<file path="src/rtl/cipher_pkg.sv">
// Shared types and constants for the cipher framer.
package cipher_pkg;

    localparam int unsigned DIR_W      = 2;
    localparam int unsigned SHIFT_W    = 5;
    localparam logic        HDR_MARKER = 1'b1;

    typedef enum logic [1:0] {
        StIdle,
        StHeader,
        StPayload,
        StChksum
    } state_e;

endpackage

</file>
<file path="src/rtl/cipher_framer_if.sv">
// Upstream ciphertext, cipher config and downstream framed-beat signals.
interface cipher_framer_if #(
    parameter int unsigned N = 8
);
    import cipher_pkg::*;

    logic               in_v;
    logic [N-1:0]       in_data;
    logic [DIR_W-1:0]   direction;
    logic [SHIFT_W-1:0] shift_num;
    logic               out_rdy;
    logic               out_v;
    logic [N-1:0]       out_data;
    logic               out_last;
    logic               overflow;
    logic               busy;

    modport master (
        output in_v, in_data, direction, shift_num, out_rdy,
        input  out_v, out_data, out_last, overflow, busy
    );

    modport slave (
        input  in_v, in_data, direction, shift_num, out_rdy,
        output out_v, out_data, out_last, overflow, busy
    );

endinterface

</file>
<file path="src/rtl/cipher_fifo.sv">
// Synchronous count-based FIFO; push while full succeeds only alongside a pop.
module cipher_fifo #(
    parameter int unsigned N     = 8,
    parameter int unsigned DEPTH = 8,
    localparam int unsigned CW   = $clog2(DEPTH + 1)
) (
    input  logic          clk_i,
    input  logic          rst_ni,
    input  logic          push_i,
    input  logic [N-1:0]  wdata_i,
    input  logic          pop_i,
    output logic [N-1:0]  rdata_o,
    output logic          full_o,
    output logic [CW-1:0] count_o
);
    localparam int unsigned PW = (DEPTH > 1) ? $clog2(DEPTH) : 1;

    logic [N-1:0]  mem_q [DEPTH];
    logic [PW-1:0] wptr_q, wptr_d;
    logic [PW-1:0] rptr_q, rptr_d;
    logic [CW-1:0] count_q, count_d;
    logic          empty, push_ok, pop_ok;

    // Pointer/count next-state; pointers wrap at DEPTH.
    always_comb begin
        full_o  = (count_q == CW'(DEPTH));
        empty   = (count_q == '0);
        pop_ok  = pop_i && !empty;
        push_ok = push_i && (!full_o || pop_ok);
        wptr_d  = wptr_q;
        rptr_d  = rptr_q;
        if (push_ok) wptr_d = (wptr_q == PW'(DEPTH - 1)) ? '0 : wptr_q + PW'(1);
        if (pop_ok)  rptr_d = (rptr_q == PW'(DEPTH - 1)) ? '0 : rptr_q + PW'(1);
        count_d = count_q + CW'(push_ok) - CW'(pop_ok);
        rdata_o = mem_q[rptr_q];
        count_o = count_q;
    end

    // Pointer and count registers; reset empties the FIFO.
    always_ff @(posedge clk_i) begin
        if (!rst_ni) begin
            wptr_q  <= '0;
            rptr_q  <= '0;
            count_q <= '0;
        end else begin
            wptr_q  <= wptr_d;
            rptr_q  <= rptr_d;
            count_q <= count_d;
        end
    end

    // Storage needs no reset: contents are only visible through the pointers.
    always_ff @(posedge clk_i) begin
        if (rst_ni && push_ok) mem_q[wptr_q] <= wdata_i;
    end

endmodule

</file>
<file path="src/rtl/cipher_framer.sv">
// Buffers ciphertext words and emits header / payload / XOR checksum frames.
module cipher_framer
    import cipher_pkg::*;
#(
    parameter int unsigned N         = 8,
    parameter int unsigned DEPTH     = 8,
    parameter int unsigned FRAME_LEN = 4
) (
    input  logic            clk,
    input  logic            rst,
    cipher_framer_if.slave  bus
);
    localparam int unsigned CW = $clog2(DEPTH + 1);
    localparam int unsigned BW = $clog2(FRAME_LEN + 1);

    state_e             state_q, state_d;
    logic [DIR_W-1:0]   dir_q, dir_d;
    logic [SHIFT_W-1:0] shift_q, shift_d;
    logic [BW-1:0]      beat_q, beat_d;
    logic [N-1:0]       acc_q, acc_d;
    logic               overflow_q, overflow_d;
    logic [N-1:0]       head;
    logic [CW-1:0]      count;
    logic               full, pop;

    cipher_fifo #(
        .N     (N),
        .DEPTH (DEPTH)
    ) u_fifo (
        .clk_i   (clk),
        .rst_ni  (rst),
        .push_i  (bus.in_v),
        .wdata_i (bus.in_data),
        .pop_i   (pop),
        .rdata_o (head),
        .full_o  (full),
        .count_o (count)
    );

    // Frame FSM next-state and combinational beat outputs.
    always_comb begin
        state_d      = state_q;
        dir_d        = dir_q;
        shift_d      = shift_q;
        beat_d       = beat_q;
        acc_d        = acc_q;
        pop          = 1'b0;
        bus.out_v    = 1'b0;
        bus.out_data = '0;
        bus.out_last = 1'b0;
        case (state_q)
            StIdle: begin
                if (count >= CW'(FRAME_LEN)) begin
                    dir_d   = bus.direction;
                    shift_d = bus.shift_num;
                    state_d = StHeader;
                end
            end
            StHeader: begin
                bus.out_v                             = 1'b1;
                bus.out_data[SHIFT_W-1:0]             = shift_q;
                bus.out_data[SHIFT_W +: DIR_W]        = dir_q;
                bus.out_data[DIR_W + SHIFT_W]         = HDR_MARKER;
                if (bus.out_rdy) begin
                    state_d = StPayload;
                    beat_d  = '0;
                    acc_d   = '0;
                end
            end
            StPayload: begin
                bus.out_v    = 1'b1;
                bus.out_data = head;
                if (bus.out_rdy) begin
                    pop    = 1'b1;
                    acc_d  = acc_q ^ head;
                    beat_d = beat_q + BW'(1);
                    if (beat_q == BW'(FRAME_LEN - 1)) state_d = StChksum;
                end
            end
            StChksum: begin
                bus.out_v    = 1'b1;
                bus.out_data = acc_q;
                bus.out_last = 1'b1;
                if (bus.out_rdy) state_d = StIdle;
            end
            default: state_d = StIdle;
        endcase
        // A write into a full FIFO is lost unless a pop frees a slot this cycle.
        overflow_d   = overflow_q | (bus.in_v & full & ~pop);
        bus.overflow = overflow_q;
        bus.busy     = (state_q != StIdle);
    end

    // Framer state registers with synchronous active-low reset.
    always_ff @(posedge clk) begin
        if (!rst) begin
            state_q    <= StIdle;
            dir_q      <= '0;
            shift_q    <= '0;
            beat_q     <= '0;
            acc_q      <= '0;
            overflow_q <= 1'b0;
        end else begin
            state_q    <= state_d;
            dir_q      <= dir_d;
            shift_q    <= shift_d;
            beat_q     <= beat_d;
            acc_q      <= acc_d;
            overflow_q <= overflow_d;
        end
    end

endmodule

</file>
<file path="src/flat_wrapper.sv">
// flat-port wrapper written by rule: the top's interface ports become plain ports
module cipher_framer_flat import cipher_pkg::*;
#(
    parameter int unsigned N         = 8,
    parameter int unsigned DEPTH     = 8,
    parameter int unsigned FRAME_LEN = 4
)
  (clk, rst, bus_in_v, bus_in_data, bus_direction, bus_shift_num, bus_out_rdy, bus_out_v, bus_out_data, bus_out_last, bus_overflow, bus_busy);
  cipher_framer_if #(.N(N)) bus_i ();
  input  logic clk;
  input  logic rst;
  input wire logic [$bits(bus_i.in_v)-1:0] bus_in_v;
  input wire logic [$bits(bus_i.in_data)-1:0] bus_in_data;
  input wire logic [$bits(bus_i.direction)-1:0] bus_direction;
  input wire logic [$bits(bus_i.shift_num)-1:0] bus_shift_num;
  input wire logic [$bits(bus_i.out_rdy)-1:0] bus_out_rdy;
  output wire logic [$bits(bus_i.out_v)-1:0] bus_out_v;
  output wire logic [$bits(bus_i.out_data)-1:0] bus_out_data;
  output wire logic [$bits(bus_i.out_last)-1:0] bus_out_last;
  output wire logic [$bits(bus_i.overflow)-1:0] bus_overflow;
  output wire logic [$bits(bus_i.busy)-1:0] bus_busy;
  assign bus_i.in_v = bus_in_v;
  assign bus_i.in_data = bus_in_data;
  assign bus_i.direction = bus_direction;
  assign bus_i.shift_num = bus_shift_num;
  assign bus_i.out_rdy = bus_out_rdy;
  assign bus_out_v = bus_i.out_v;
  assign bus_out_data = bus_i.out_data;
  assign bus_out_last = bus_i.out_last;
  assign bus_overflow = bus_i.overflow;
  assign bus_busy = bus_i.busy;
  cipher_framer #(.N(N), .DEPTH(DEPTH), .FRAME_LEN(FRAME_LEN)) u_core (.clk(clk), .rst(rst), .bus(bus_i));
endmodule
</file>
<file path="config.mk">
export PLATFORM = sky130hd
export DESIGN_NAME = cipher_framer_flat
export DESIGN_NICKNAME = d
export VERILOG_FILES = /design/src/rtl/cipher_pkg.sv /design/src/rtl/cipher_framer_if.sv /design/src/rtl/cipher_fifo.sv /design/src/rtl/cipher_framer.sv /design/src/flat_wrapper.sv
export SDC_FILE = /design/constraint.sdc
export NUM_CORES = 1
export LEC_CHECK = 0
export CORE_MARGIN = 10
export CORE_UTILIZATION = 28
export DETAILED_ROUTE_END_ITERATION = 16
export GPL_TIMING_DRIVEN = 0
export HOLD_SLACK_MARGIN = 0.15
export PLACE_DENSITY = 0.48
export SLEW_MARGIN = 20
export SYNTH_ARGS = -nofsm -noshare
export SYNTH_HDL_FRONTEND = slang
export SYNTH_SLANG_ARGS = --single-unit
</file>
<file path="constraint.sdc">
create_clock -name clk -period 3.2 [get_ports clk]
set_clock_uncertainty 0.05 [all_clocks]
set_input_delay 0.64 -clock clk [delete_from_list [all_inputs] [get_ports clk]]
set_output_delay 0.64 -clock clk [all_outputs]
set_load 0.1 [all_outputs]
</file>
# Word level (Yosys, flattened, before mapping)
# Memory sizes are Yosys's and may differ from the RTL's. A register that Yosys moved wholly into a read port is not among the register bits.
# Index checks and enable logic that the tools add are counted.
[op_classes]
order_cmp = 1
reduce_logical = 14
n_eq_ne = 12
div = 0
n_mul = 0
n_mux = 23
shifts = 0
addsub = 5
n_bitwise = 5
[ops]
columns = ["operator", "count"]
rows = [
  ["$pmux 8 s3", 1],
  ["$mux 3", 6],
  ["$mux 8", 2],
  ["$pmux 8 s2", 1],
  ["$mux 2", 5],
  ["$add 3x1->3 const B", 3],
  ["$pmux 2 s4", 1],
  ["$xor 8x8->8", 1],
  ["$eq 3x3->1 const B", 2],
  ["$mux 1", 6],
  ["$ne 2x2->1 const B", 3],
  ["$pmux 3 s2", 1],
  ["$reduce_and 5->1", 1],
  ["$add 4x1->4", 1],
  ["$eq 2x2->1 const B", 2],
  ["$eq 4x4->1 const B", 1],
  ["$ge 4x3->1 const B", 1],
  ["$logic_not 4->1", 1],
  ["$ne 2x1->1 const B", 2],
  ["$reduce_bool 2->1", 2],
  ["$sub 4x1->4", 1],
  ["$eq 3x2->1 const B", 1],
  ["$logic_and 1x1->1", 3],
  ["$reduce_and 3->1", 1],
  ["other kinds (9)", 11],
]
[word_totals]
mem_bits_rw = 64
out_inout_bits = 12
n_memories = 1
romBits = 0
latch_bits = 0
wordCells = 70
input_bits = 19
regBits = 31
[memory_table]
columns = ["memory", "words", "width", "read_ports", "rd_ports_with_merged_regs", "wr", "line_no", "source"]
rows = [
  ["u_core.u_fifo.mem_q", 8, 8, 1, 1, 1, "cipher_fifo.sv:18", "logic [N-1:0] mem_q [DEPTH];"],
]

# Longest topological paths before layout
# Gate-level depths: netlist (run 1).
[depth]
word_depth = 8
ltp_mapped = 11

# Hierarchy
# A second synthesis (run 1) with hierarchy kept.
[hier_totals]
hier_cells = 317
hier_area_um2 = 4458.0
[modules_own_cells]
columns = ["mod", "area_each_um2", "n_inst", "seq_area_each_um2", "cells_each"]
rows = [
  ["cipher_fifo", 3255.6, 1, 2182.1, 184],
  ["cipher_framer", 1202.4, 1, 420.4, 133],
]

# Least setup slack after synthesis (run 1)
# No wires, ideal clock.
[synth_path]
kind = "register to output"
start = "reg u_core.state_q[1]"
end = "out bus_out_data[7]"
arrival_time_ps = 3114
required_ps = 2510
path_slack_ps = -604
path_stages_with_launch = 5
n_path_buf = 1
cell_sequence = "dfxtp_1 -> ha_1 -> buf_2 -> a22oi_1 -> a21oi_1"
[synth_via]
elab_chain_cells = 2
elab_cells_between_ends = 4
classes_between = "eq/ne: 3; mux: 1"
[synth_lines]
columns = ["item", "line_no", "source"]
rows = [
  ["from (decl)", "cipher_framer.sv:16", "state_e state_q, state_d;"],
  ["from (signal assigned)", "cipher_framer.sv:97", "state_q <= StIdle;"],
  ["from (signal assigned)", "cipher_framer.sv:104", "state_q <= state_d;"],
  ["$eq 2x2->1 or $eq 2x1->1 (tied branches)", "cipher_framer.sv:51", "case (state_q)"],
  ["$pmux 8 s3 (*)", "cipher_framer.sv:51", ""],
  ["to (decl)", "flat_wrapper.sv:18", "output wire logic [$bits(bus_i.out_data)-1:0] bus_out_data;"],
]
# Mark *: on every way between the ends. The rest lies on a longest branch, timed or not.

==> impl_metrics.py, run 1 <==
metrics = {
    "die": {
        "io_pins": 31,
        "fp-row-count": 45,
        "die_x_um": 144,
        "fp.dieH_um": 144,
        "core_area_mm2": 0.0152,
        "start_util": 0.285,
        "dieArea_mm2": 0.0208,
    },
    "placed_design": {
        "pre_cts_ws_ns": -0.439,
        "globalplace.congestion": 0.742,
        "port_buffers": 29,
        "place_hpwl_mm": 6.43,
    },
    "timing": {
        "fmax_mhz": 321,
        "relSlewSlack": 0.349,
        "tightest_slew_ns": 0.974,
        "rsz0062_at_grt": "true",
        "period_needed_ns": 3.11,
        "min_period_over_period": 0.973,
        "hold_viol": 0,
        "drv_slew": 0,
        "final-setup-viol-count": 0,
        "timing.final.ws_setup_ns": 0.0878,
    },
    "clocking": {
        "clk_pin_slew_ns": 0.07,
        "cts.sinks": 98,
        "cts_root_buf": "clkbuf_16",
        "cts_hold_buf": 0,
        "post_cts_buffers": 0,
        "htreeDepth": 3,
        "cts_max_path_buffers": 2,
        "cts_tree": "yes",
        "clk_latency_ns": 0.34,
        "cts_buffers": 9,
    },
    "layout": {
        "fin_nets": 383,
        "diodes": 0,
        "layout-drive-gt1-share": 0.205,
        "final_util": 0.346,
        "area_growth_pct": 21.4,
    },
    "global_routing": {
        "grt_pass1_vias": 2739,
        "grt.total_usage": 0.0947,
        "grt_pass1_wl_mm": 15.0,
        "grt_overflow": 0,
        "grt_max_degree": 19,
        "antenna_found_initial": 0,
    },
    "drt": {
        "drt-initial-drc-count": 187,
        "wl_per_cell_um": 17.4,
        "vias_per_cell": 4.85,
        "wirelength_mm": 9.37,
        "remaining_drc_errors": 0,
        "vias": 2619,
        "antenna_left": 0,
        "first_pass_iters": 4,
    },
    "power": {
        "p_leak_nw": 1.75,
        "powerDensity_mw_per_mm2": 706,
        "ir_drop_v": 0.000475,
    },
    "synth": {
        "yosysWarnings": 0,
        "syn_nets": 341,
        "syn_area_per_cell_um2": 14.2,
        "synth_edf_count": 64,
        "synth_mux_area_frac": 0.140,
        "synthSimpleGateAreaFrac": 0.108,
        "ys_async_sr_fraction": 0,
        "synth_top_family_by_area": "multiplexers",
        "synth-adder-area-share": 0.0509,
        "ys_seq_area_frac": 0.601,
        "synth_compound_area_frac": 0.0639,
        "synth-xor-area-share": 0.00405,
        "yosys_most_used_dff": "edfxtp_1",
        "synth_cell_types": 42,
        "ys_ff_latch": 98,
        "synthCells": 305,
        "synth_area_mm2": 0.00433,
    },
    "worst_setup_path": {
        "crit_buf_inv": 2,
        "worstSetupEndpointType": "output port",
        "slowest_delay_ns": 0.58,
        "arrival_ns": 2.42,
        "crit_fanout": 8,
        "required_ns": 2.51,
        "crit_slowest_cell": "mux4_1",
        "crit_type": "flop to output port",
        "crit_path_cell_trace": "buf_8, mux4_1, mux2_2, a222oi_1, nor2_2, buf_6",
        "crit_family": "multiplexers",
        "setup.worst_path.start_class": "flop",
    },
    "flow_run": {
        "maxCapViolations": 0,
    },
    "hold_path": {
        "min_path_type": "flop to flop",
    },
    "run_status": {
        "status": "complete, no violations",
    },
}
==> path summary, 6_finish.rpt <==
path	start	endpoint	slack, ns	cells past startpoint
setup / recovery	flop	bus_out_data[4]	0.09	6
hold / removal	u_core.bus.overflow$_SDFF_PN0_	u_core.bus.overflow$_SDFF_PN0_	0.47	2
setup reg to reg	u_core.state_q[1]$_SDFFE_PN0P_	u_core.u_fifo.mem_q[1][4]$_DFFE_PP_	0.57	6
hold reg to reg	u_core.bus.overflow$_SDFF_PN0_	u_core.bus.overflow$_SDFF_PN0_	0.47	2
==> cell type report <==
cell class	instances	area (µm²)
fillers	1480	9950
flip-flops and latches	98	2600
multi-input cells	178	1630
repair buffers	32	329
well taps	188	235
clock buffers	9	225
plain buffers	19	111
clock inverters	7	85.1
inverters	9	33.8
==> registers in the layout (all words and copies together), names as in the netlist, named ones only <==
signal / count
u_core.acc_q: 8
u_core.shift_q: 5
u_core.u_fifo.rptr_q: 3
u_core.u_fifo.count_o: 4
u_core.bus.overflow: 1
u_core.u_fifo.wptr_q: 3
u_core.u_fifo.mem_q: 64
u_core.dir_q: 2
u_core.beat_q: 3
u_core.state_q: 2
==> placed cells by master (no fill, tap or decap), types with 3 or more instances in the layout <==
cell type,Yosys,layout
edfxtp_1,64,64
dfxtp_1,34,33
nor2b_1,22,22
clkdlybuf4s50_1,0,19
nand3_1,16,16
ha_1,16,16
nor2_2,0,13
mux2i_1,11,11
clkbuf_1,13,10
mux4_2,8,10
clkbuf_16,0,10
inv_1,9,9
o211ai_1,9,9
nand4_1,9,9
buf_4,1,7
nor2_1,20,7
nand2_1,7,7
a222oi_1,7,7
mux4_1,8,6
and2_1,5,5
mux2_2,4,4
mux2_4,4,4
o21ai_0,4,4
buf_2,3,3
nand2b_1,3,3
a21boi_0,3,3
o21a_1,3,3
buf_6,1,3
==> cells in the mapped netlist (5+ instances only) <==
cell      number  area [µm²]
and2_1         5        31.3
ha_1          16         200
edfxtp_1      64        1920
nand2_1        7        26.3
nor2b_1       22         138
nand3_1       16        80.1
o211ai_1       9        67.6
clkbuf_1      13        48.8
mux4_2         8         180
nor2_1        20        75.1
nand4_1        9        56.3
mux4_1         8         210
dfxtp_1       34         681
a222oi_1       7        70.1
inv_1          9        33.8
mux2i_1       11         110
==> where the power goes <==
| group | internal (mW) | switching [mW] | total, mW |
|---|---|---|---|
| logic | 0.371 | 0.712 | 1.08 |
| clock network | 0.621 | 0.498 | 1.12 |
| registers | 1.44 | 0.0640 | 1.51 |
| total | 2.43 | 1.27 | 3.71 |
==> worst reg2reg max path, cell delays in order, from the launching register on <==
cell,delay (ns)
dfxtp_1,0.42
ha_1,0.22
nand2_1,0.14
o211ai_1,0.50
nand4_1,0.34
nor3_2,0.43
buf_4,0.24
==> metrics by stage <==
step	power, mW	hold slack, ns	instances	setup TNS, ns	area [µm²]
detailed placement	2.63	0.453	524	-11.93	4900
CTS	3.73	0.476	539	0	5170
global route	3.92	0.500	540	-0.0716	5250
floorplan	2.35	0.430	305	-0.0101	4350
finish	3.71	0.468	540	0	5250
global placement	2.60	0.449	522	-16.77	4880
==> cells by family (layout without fill, tap and decap cells) <==
| kind of cell | after synthesis | in the layout |
|---|---|---|
| flops | 98 | 98 |
| simple gates | 88 | 88 |
| compound gates | 36 | 36 |
| mux | 35 | 35 |
| buf+inv | 29 | 76 |
| fa+ha+maj | 17 | 17 |
| xor+xnor | 2 | 2 |
==> metal layers <==
layer  vias up  GRT usage  wire length (µm)
li1       1259          -                 -
met1      1300      0.121              4330
met2        52      0.151              4490
met3         8     0.0246               434
met4         0     0.0330               116
met5         -          0                 0
==> timing repair <==
action / CTS / global route
endpoints found under the hold margin: 0 / 0
resized for setup: 46 / 29
setup endpoints to repair: 10 / 47
pin swaps: 1 / 6
gates cloned: 0 / 1
Power figures use the tool's default switching activity.
==> inputs of run 2 (changes only) <==
--- a/config.mk
+++ b/config.mk
@@ -11,6 +11,7 @@
 export GPL_TIMING_DRIVEN = 0
 export HOLD_SLACK_MARGIN = 0.15
 export PLACE_DENSITY = 0.48
+export SETUP_SLACK_MARGIN = 0.02
 export SLEW_MARGIN = 20
 export SYNTH_ARGS = -nofsm -noshare
 export SYNTH_HDL_FRONTEND = slang
==> impl_metrics.py, run 2 (same netlist as run 1, synthesis figures left out) <==
metrics = {
    "power": {
        "powerDensity_mw_per_mm2": 705,
        "intPower_mw": 2.44,
        "power_mw": 3.71,
        "swShare": 0.343,
        "p_leak_nw": 1.75,
        "p_comb_frac": 0.292,
        "p_clk_frac": 0.302,
        "seqPwrFrac": 0.406,
        "ir_drop_v": 0.000475,
        "p_switching_mw": 1.27,
    },
    "global_routing": {
        "grt.total_usage": 0.0947,
        "grt_max_degree": 19,
        "antenna_found_initial": 0,
        "grt_pass1_vias": 2739,
        "grt_pass1_wl_mm": 15.0,
        "grt_overflow": 0,
    },
    "layout": {
        "largest_reg_flops": 64,
        "fin_nets": 383,
        "area_growth_pct": 21.6,
        "diodes": 0,
        "final_cell_mix": "edfxtp_1 (64), dfxtp_1 (32), nor2b_1 (22)",
        "layout-drive-gt1-share": 0.205,
        "mostFrequentLayoutCell": "edfxtp_1",
        "reg_top3": "u_core.u_fifo.mem_q x64, u_core.acc_q x8, u_core.shift_q x5",
        "fin_cells": 540,
        "regMostFlops": "u_core.u_fifo.mem_q",
    },
    "timing": {
        "min_period_over_period": 0.972,
        "tns_ns": 0,
        "final-setup-viol-count": 0,
        "period_needed_ns": 3.11,
        "drv_slew": 0,
        "relSlewSlack": 0.349,
        "hold_viol": 0,
        "rsz0062_at_grt": "true",
        "holdWs_ns": 0.468,
        "tightest_slew_ns": 0.974,
        "fmax_mhz": 322,
    },
    "worst_setup_path": {
        "crit_type": "flop to output port",
        "arrival_ns": 2.42,
        "worstSetupEndpointType": "output port",
        "crit_buf_inv": 2,
        "setup.worst_path.start_class": "flop",
        "r2r-start": "u_core.state_q[1]$_SDFFE_PN0P_",
        "slowest_delay_ns": 0.58,
        "crit_fanout": 8,
        "regToRegSetupSlack_ns": 0.56,
        "r2r-end": "u_core.u_fifo.mem_q[0][6]$_DFFE_PP_",
        "r2r_cells": 6,
        "crit_slowest_cell": "mux4_1",
        "crit_family": "multiplexers",
        "required_ns": 2.51,
        "crit_path_cell_trace": "buf_12, mux4_1, mux2_2, a222oi_1, nor2_2, buf_6",
    },
    "die": {
        "core_area_mm2": 0.0152,
        "fp-row-count": 45,
        "start_util": 0.285,
        "die_x_um": 144,
        "dieArea_mm2": 0.0208,
        "io_pins": 31,
        "fp.dieH_um": 144,
    },
    "hold_path": {
        "min_path_type": "flop to flop",
        "holdPathStages": 2,
        "min_from": "u_core.bus.overflow$_SDFF_PN0_",
        "min_to": "u_core.bus.overflow$_SDFF_PN0_",
    },
    "clocking": {
        "htreeDepth": 3,
        "cts.sinks": 98,
        "cts_hold_buf": 0,
        "clk_latency_ns": 0.34,
        "cts_max_path_buffers": 2,
        "clk_pin_slew_ns": 0.07,
        "post_cts_buffers": 0,
        "cts_buffers": 9,
        "cts_tree": "yes",
        "cts_root_buf": "clkbuf_16",
    },
    "drt": {
        "drt-initial-drc-count": 199,
        "remaining_drc_errors": 0,
        "vias": 2625,
        "wirelength_mm": 9.40,
        "wl_per_cell_um": 17.4,
        "antenna_left": 0,
        "vias_per_cell": 4.86,
        "first_pass_iters": 4,
    },
    "placed_design": {
        "globalplace.congestion": 0.742,
        "place_hpwl_mm": 6.43,
        "port_buffers": 29,
        "dp.cells": 524,
    },
    "flow_run": {
        "maxCapViolations": 0,
    },
    "run_status": {
        "status": "complete, no violations",
    },
}
[run 2: cell counts in the layout (fill, tap and decap cells not counted)]
Identical to the previous run, type by type.
[run 2: cell type report]
| class | count | area [µm²] |
|---|---|---|
| repair buffers | 32 | 329 |
| fillers | 1480 | 9940 |
| clock inverters | 7 | 85.1 |
| flip-flops and latches | 98 | 2610 |
| clock buffers | 9 | 225 |
| well taps | 188 | 235 |
| multi-input cells | 178 | 1630 |
| plain buffers | 19 | 116 |
| inverters | 9 | 33.8 |
[run 2: routing by layer]
metal	vias up	share of wire	global-route usage	wire length, µm
met5	-	0	0	0
met4	0	0.012	0.0330	117
met3	8	0.045	0.0246	422
met2	56	0.48	0.151	4540
met1	1306	0.46	0.121	4320
li1	1255	-	-	-
[run 2: worst register-to-register path, stage by stage, from the launching register on]
cell      delay, ns
dfxtp_1        0.42
ha_1           0.22
nand2_1        0.14
o211ai_1       0.50
nand4b_1       0.34
nor3_2         0.42
buf_4          0.25
[run 2: worst max-delay path by stage]
stage / from / to / slack (ns) / cells after the start
6_report: flop / bus_out_data[4] / 0.09 / 6
4_1_cts: flop / bus_out_data[3] / 0.02 / 6
5_1_grt: flop / bus_out_data[3] / -0.04 / 6
2_1_floorplan: u_core.state_q[1]$_SDFFE_PN0P_ / bus_out_data[7] / -0.01 / 4
3_3_place_gp: bus_out_rdy / u_core.u_fifo.mem_q[0][7]$_DFFE_PP_ / -0.63 / 5
3_5_place_dp: flop / bus_out_data[0] / -0.44 / 7
[run 2: stage by stage]
stage                     instance area (µm²)  utilization  worst slack, ns
after global placement                   4880        0.321           -0.630
after CTS                                5180        0.341           0.0203
after global routing                     5260        0.346          -0.0377
after detailed placement                 4900        0.322           -0.439
final                                    5260        0.346           0.0900
after floorplan                          4350            -          -0.0101
[run 2: power by group through the flow]
stage	Combinational [mW]	Sequential [mW]	Clock, mW
after global routing	1.19	1.52	1.21
after detailed placement	1.09	1.53	0
after CTS	1.08	1.51	1.15
final	1.08	1.51	1.12
after global placement	1.08	1.53	0
after floorplan	0.813	1.53	0
[run 2: repair_timing]
action | CTS | global route
pin swaps | 2 | 6
setup endpoints to repair | 10 | 54
gates cloned | 0 | 1
hold endpoints to repair | 0 | 0
gates resized for setup | 48 | 27
